[config.mk]
export PLATFORM = sky130hd
export DESIGN_NAME = adder_seq_ctrl
export DESIGN_NICKNAME = d
export VERILOG_FILES = /design/src/rtl/adder_seq_ctrl.sv
export SDC_FILE = /design/constraint.sdc
export NUM_CORES = 1
export LEC_CHECK = 0
export CELL_PAD_IN_SITES_DETAIL_PLACEMENT = 0
export CELL_PAD_IN_SITES_GLOBAL_PLACEMENT = 1
export CORE_MARGIN = 2
export CORE_UTILIZATION = 50
export CTS_CLUSTER_SIZE = 16
export DETAILED_ROUTE_END_ITERATION = 10
export DONT_BUFFER_PORTS = 1
export GPL_TIMING_DRIVEN = 0
export PLACE_DENSITY_LB_ADDON = 0.3
export SYNTH_ARGS = -nofsm -noshare
export SYNTH_HDL_FRONTEND = slang
export SYNTH_SLANG_ARGS = --single-unit
[constraint.sdc]
create_clock -name clk -period 12.8 [get_ports clk]
set_input_delay 1.28 -clock clk [delete_from_list [all_inputs] [get_ports clk]]
set_output_delay 1.28 -clock clk [all_outputs]
set_load 0.02 [all_outputs]
[src/rtl/adder_seq_ctrl.sv]
// Byte-serial add/subtract sequencer: one 8-bit ripple slice processes
// NBYTES lanes LSB first, chaining carries through a carry register.
module adder_seq_ctrl #(
  parameter int unsigned NBYTES = 4
) (
  input  logic                  clk,
  input  logic                  reset,
  input  logic                  in_valid,
  output logic                  in_ready,
  input  logic [8*NBYTES-1:0]   op_a,
  input  logic [8*NBYTES-1:0]   op_b,
  input  logic                  sub,
  output logic                  out_valid,
  input  logic                  out_ready,
  output logic [8*NBYTES-1:0]   result,
  output logic                  carry_out,
  output logic                  overflow
);

  localparam int unsigned W    = 8 * NBYTES;
  localparam int unsigned IDXW = (NBYTES > 1) ? $clog2(NBYTES) : 1;
  localparam logic [IDXW-1:0] LAST_IDX = IDXW'(NBYTES - 1);

  typedef enum logic [1:0] {
    IDLE = 2'd0,
    RUN  = 2'd1,
    DONE = 2'd2
  } state_t;

  state_t          state, state_next;
  logic [W-1:0]    a_reg, b_reg;
  logic            carry_reg;
  logic [IDXW-1:0] idx;

  logic            accept_c, last_c;
  logic [7:0]      a_byte_c, b_byte_c, sum_c;
  logic [8:0]      cy_c;

  // Select the active byte lane of each operand
  always_comb begin
    a_byte_c = 8'h00;
    b_byte_c = 8'h00;
    for (int i = 0; i < int'(NBYTES); i++) begin
      if (idx == IDXW'(i)) begin
        a_byte_c = a_reg[i*8 +: 8];
        b_byte_c = b_reg[i*8 +: 8];
      end
    end
  end

  // 8-bit full-adder chain with carry-in at bit 0
  always_comb begin
    cy_c[0] = carry_reg;
    for (int i = 0; i < 8; i++) begin
      sum_c[i]  = a_byte_c[i] ^ b_byte_c[i] ^ cy_c[i];
      cy_c[i+1] = (a_byte_c[i] & b_byte_c[i]) | (cy_c[i] & (a_byte_c[i] ^ b_byte_c[i]));
    end
  end

  // Next-state logic
  always_comb begin
    state_next = state;
    accept_c   = 1'b0;
    last_c     = (idx == LAST_IDX);
    case (state)
      IDLE: begin
        if (in_valid) begin
          accept_c   = 1'b1;
          state_next = RUN;
        end
      end
      RUN: begin
        if (last_c) state_next = DONE;
      end
      DONE: begin
        if (out_ready) state_next = IDLE;
      end
      default: state_next = IDLE;
    endcase
  end

  always_ff @(posedge clk) begin
    if (reset) state <= IDLE;
    else       state <= state_next;
  end

  // Handshake flags track the upcoming state so they stay registered
  always_ff @(posedge clk) begin
    if (reset) begin
      in_ready  <= 1'b1;
      out_valid <= 1'b0;
    end else begin
      in_ready  <= (state_next == IDLE);
      out_valid <= (state_next == DONE);
    end
  end

  // Operand capture, byte-serial datapath and flag generation
  always_ff @(posedge clk) begin
    if (reset) begin
      a_reg     <= '0;
      b_reg     <= '0;
      carry_reg <= 1'b0;
      idx       <= '0;
      result    <= '0;
      carry_out <= 1'b0;
      overflow  <= 1'b0;
    end else if (accept_c) begin
      a_reg     <= op_a;
      b_reg     <= sub ? ~op_b : op_b;
      carry_reg <= sub;
      idx       <= '0;
    end else if (state == RUN) begin
      for (int i = 0; i < int'(NBYTES); i++) begin
        if (idx == IDXW'(i)) result[i*8 +: 8] <= sum_c;
      end
      carry_reg <= cy_c[8];
      idx       <= idx + IDXW'(1);
      if (last_c) begin
        carry_out <= cy_c[8];
        overflow  <= (a_reg[W-1] == b_reg[W-1]) && (sum_c[7] != a_reg[W-1]);
      end
    end
  end

endmodule
### Word level (Yosys, flattened, before mapping)

Index checks and enable logic that the tools add are counted.

* divide/modulo/power cells: 0
* multipliers: 0
* reductions and logical operators: 10
* muxes and demuxes: 17
* $lt $le $gt $ge: 0
* shifts and indexed selects: 0
* eq/ne operators: 8
* $add $sub $neg: 1
* bitwise gates (word level): 42

Operators with widths (number)
* two-way mux 8 bit: 8
* two-way mux 32 bit: 1
* NOT 32 bit: 1
* AND 1 bit: 16
* XOR 1 bit: 16
* AND reduction 3 bit: 4
* equality test 2 bit, second input constant: 4
* bitwise OR 1 bit: 8
* zero test 2 bit: 3
* two-way mux 2 bit: 3
* one-hot mux 2 bit (3 select lines): 1
* equality test 2 x 1 -> 1 bit, second input constant: 2
* two-way mux 1 bit: 4
* adder 2 x 1 -> 2 bit, second input constant: 1
* nonzero test 2 bit: 1
* OR reduction 2 bit: 1
* equality test 1 bit: 1
* logical AND 1 bit: 1
* inequality test 1 bit: 1
* NOT 1 bit: 1

* word-level logic and storage cells: 91
* bits in writable memories: 0
* register bits after elaboration: 105
* output and inout bits: 36
* bits of input ports: 69
* memories kept: 0
* bits in latches: 0
* bits in read-only memories: 0

### Longest topological paths before layout

* depth after elaboration: 24
* gate-level depth with buffers: 20
* mapped depth without buffers: 17

### Least setup slack after synthesis

Ideal clock, no wire load.

* path kind: flip-flop to flip-flop
* from: register idx[1]
* to: register overflow
* stages on the path, launching flop included: 21
* data required time: 12.709 ns
* buffers on the path: 3
* library setup time: 0.091 ns
* path slack: 8.176 ns
* clock period less this slack: 4.624 ns
* arrival: 4.534 ns
* cells stage by stage: dfxtp_1 > inv_1 > ha_1 > buf_2 > nor2b_1 > clkbuf_2 > buf_4 > a221oi_1 > o31ai_1 > fa_1 > fa_1 > fa_1 > inv_1 > fa_1 > fa_1 > fa_1 > fa_1 > inv_1 > fa_1 > nand3b_1 > a311oi_1

* word-level cells in the longest chain between the ends: 23
* elaborated cells on any way between the ends: 45

Ends and longest elaborated chain
* from (decl): line 33 `logic [IDXW-1:0] idx;`
* from (signal assigned): line 118 `idx <= idx + IDXW'(1);`
* zero test 2 bit: line 44 `if (idx == IDXW'(i)) begin`
* two-way mux 8 bit (4 in a row): line 44
* XOR 1 bit: line 56 `cy_c[i+1] = (a_byte_c[i] & b_byte_c[i]) | (cy_c[i] & (a_byte_c[i] ^ b_byte_c[i]));`
* AND 1 bit: line 56
* bitwise OR 1 bit: line 56
* AND 1 bit: line 56
* bitwise OR 1 bit: line 56
* AND 1 bit: line 56
* [... 5 more ...]
* AND 1 bit: line 56
* bitwise OR 1 bit: line 56
* AND 1 bit: line 56
* bitwise OR 1 bit: line 56
* XOR 1 bit (*): line 55 `sum_c[i] = a_byte_c[i] ^ b_byte_c[i] ^ cy_c[i];`
* via sum_c[7]: line 36 `logic [7:0] a_byte_c, b_byte_c, sum_c;`
* inequality test 1 bit (*): line 121 `overflow <= (a_reg[W-1] == b_reg[W-1]) && (sum_c[7] != a_reg[W-1]);`
* logical AND 1 bit (*): line 121
* to (signal assigned): line 121
* to (decl): line 17 `output logic overflow`

The timed path passes the listed nets; every way through them passes the cells marked *.
A chain may end at the register's enable or synchronous reset.

### Worst setup path in the final report

Ends and elaborated chain as after synthesis.

==> metrics.yaml <==
setup_viol: 0
nNetsFinal: 621
drive_gt1_share_pct: 9.72
cts_tree: "done"
clk_latency_ns: 0.37
area_growth_pct: 6.99
num_vias: 3699
leakagePower_nw: 1.78
finalPower_w: 0.000671
reg2reg_from: "idx[1]"
seqPwrFrac_pct: 54.2
wl_per_cell_microns: 17.6
post_cts_buffers: 0
cp_data_arrival_time_ns: 5.46
status: "complete, no violations"
clock_sinks: 105
fillers: 894
syn_inst: 529
worstSetupStartpoint: "idx[1]"
final_common_cell: "dfxtp_1"
placed_cells: 640
rows: 35
max_cap_viol_count: 0
post_cts_resized: 0
grt_pass1_vias: 3679
start_kind: "register"
cts.hold.buffers_added: 0
holdCritStartpoint: "a_reg[4]"
grt_pass1_wl_microns: 18300
holdWs_ns: 0.463
clock_skew_ns: 0.0116
crit_chain: "inv_1, ha_1, buf_2, nor2b_1, clkbuf_2, buf_4, a221oi_1, o31ai_1, fa_1, fa_1, fa_1, inv_1, fa_1, fa_1, fa_1, fa_1, inv_1, fa_1, nand3b_1, a311oi_1"
routed_wirelength_microns: 11500
grt_overflow_total: 0
cts_buffers: 9
netlist_area_sq_um: 4670
cp-end-kind: "register"
worstSetupPathType: "register to register"
dpl.hpwl_microns: 8650
core_area_sq_um: 9150
fp.dieArea_sq_um: 10100
worstHoldPathType: "register to register"
diodes: 0
synth_edf_count: 0
via_per_inst: 5.64
worst-slew-pin-transition_ns: 0.639
final_cell_count_no_fill: 656
io_buffers: 0
initial_core_util_pct: 51.0
htree_levels: 3
synth_top_area_cell: "dfxtp_1"
ys_async_sr_fraction_pct: 0
hold_violations: 0
fin_setup_tns_ns: 0
p_sw_share_pct: 30.7
dr.first_iter.drc_count: 177
slew_violations: 0
max_stage_delay_ns: 0.50
max_clock_freq_mhz: 193
cts-root-buf: "clkbuf_8"
combPwrFrac_pct: 16.3
ant_nets: 0
antenna_found_initial: 0
layout_common_cells: "dfxtp_1 (105), nand2_1 (84), nor2_1 (64)"
yosysWarnings: 0
ys_types: 32
pwr-share-clk_pct: 29.6
utilization_pct: 54.6
ys_ff_latch: 105
period_needed_ns: 5.19
drc: 0
synthesis.nets: 610
path_common_cell: "fa_1"
crit_fanout: 10
p_per_area_nw_per_um2: 134
cpMaxStageDelayCell: "fa_1"
drt_pre_antenna_iters: 4
p_switching_w: 0.000206
cts_buffer_depth: 2
die_y_microns: 101
syn_avg_cell_area_sq_um: 8.83
internal-power_w: 0.000465
dieWidth_microns: 101
clkTransAtPathRegs_ns: 0.10
grt_setup_unrepaired: "false"
grt_usage_pct: 23.6
peakVddDrop_v: 0.0000550
synth_top_area_share_pct: 45.0
globalplace.congestion: 0.859
synth_seq_area_share_pct: 45.0
slew_headroom_pct: 57.4
io_pins: 105
synth_area_leaders: "dfxtp_1 (45%), a211oi_1 (7.1%), nand2_1 (6.7%)"
min_period_over_period_pct: 40.5
synth_top_flop_cell: "dfxtp_1"
grt_max_degree: 20
cp_data_required_time_ns: 13.08
## critical path: cells and delay by family (launching register included)
kind | cells | cell delay [ns]
fa+ha+maj | 9 | 2.83
simple gates | 2 | 0.34
compound gates | 3 | 0.71
buf+inv | 6 | 0.82
flops | 1 | 0.39
## metrics by stage
stage	cell area [sq um]	worst slack, ns
4_1_cts	5000	7.62
3_5_place_dp	4810	7.66
2_1_floorplan	4670	8.18
3_3_place_gp	4810	7.77
6_report	5000	7.61
5_1_grt	5000	7.26
## power groups by stage
stage / registers, W / logic [W] / clock network (W)
2_1_floorplan: 0.000367 / 0.0000824 / 0
3_3_place_gp: 0.000371 / 0.000107 / 0
3_5_place_dp: 0.000371 / 0.000109 / 0
4_1_cts: 0.000364 / 0.000109 / 0.000202
5_1_grt: 0.000366 / 0.000122 / 0.000218
6_report: 0.000364 / 0.000109 / 0.000199
## worst paths after layout
| path | depth (start not counted) | slack [ns] | to |
|---|---|---|---|
| setup / recovery | 20 | 7.61 | overflow |
| hold reg to reg | 2 | 0.46 | a_reg[4] |
| setup reg to reg | 20 | 7.61 | overflow |
| hold / removal | 2 | 0.46 | a_reg[4] |
## routing by layer
layer  up-vias  routed length [microns]  GRT usage, %
li1       1823                        -             -
met1      1733                     5070          30.7
met2       120                     5410          38.2
met3        23                      774          4.92
met4         0                      279          9.48
met5         -                        0             0
## cell families (layout without fill, tap and decap cells)
kind of cell | Yosys count | in the layout | synth area share [%]
AND/OR/NAND/NOR | 169 | 169 | 15.0
AO/OA/AOI/OAI | 132 | 132 | 19.8
buffers and inverters | 64 | 80 | 6.48
adder cells (fa/ha/maj) | 12 | 12 | 4.50
multiplexers | 14 | 14 | 3.00
XOR/XNOR | 33 | 33 | 6.19
flip-flops | 105 | 105 | 45.0
## Yosys cell counts (all sizes together) (8+ instances only)
| cell | count |
|---|---|
| a22oi | 8 |
| a211oi | 49 |
| clkbuf | 19 |
| nor2b | 10 |
| mux2i | 14 |
| buf | 33 |
| a21oi | 48 |
| a221o | 8 |
| dfxtp | 105 |
| fa | 8 |
| o31ai | 8 |
| nand2 | 84 |
| inv | 12 |
| xnor2 | 29 |
| a221oi | 8 |
| nor2 | 64 |
## final cells by class
cell class / instances / area, sq um / share of cell area (%)
Buffer: 52 / 258 / 5.16
Clock buffer: 9 / 124 / 2.48
Clock inverter: 7 / 63.8 / 1.28
Inverter: 12 / 45.0 / 0.901
Multi-Input combinational cell: 360 / 2270 / 45.4
Sequential cell: 105 / 2100 / 42.1
Tap cell: 111 / 139 / 2.78
No activity file was read; power rests on OpenSTA's default activity.
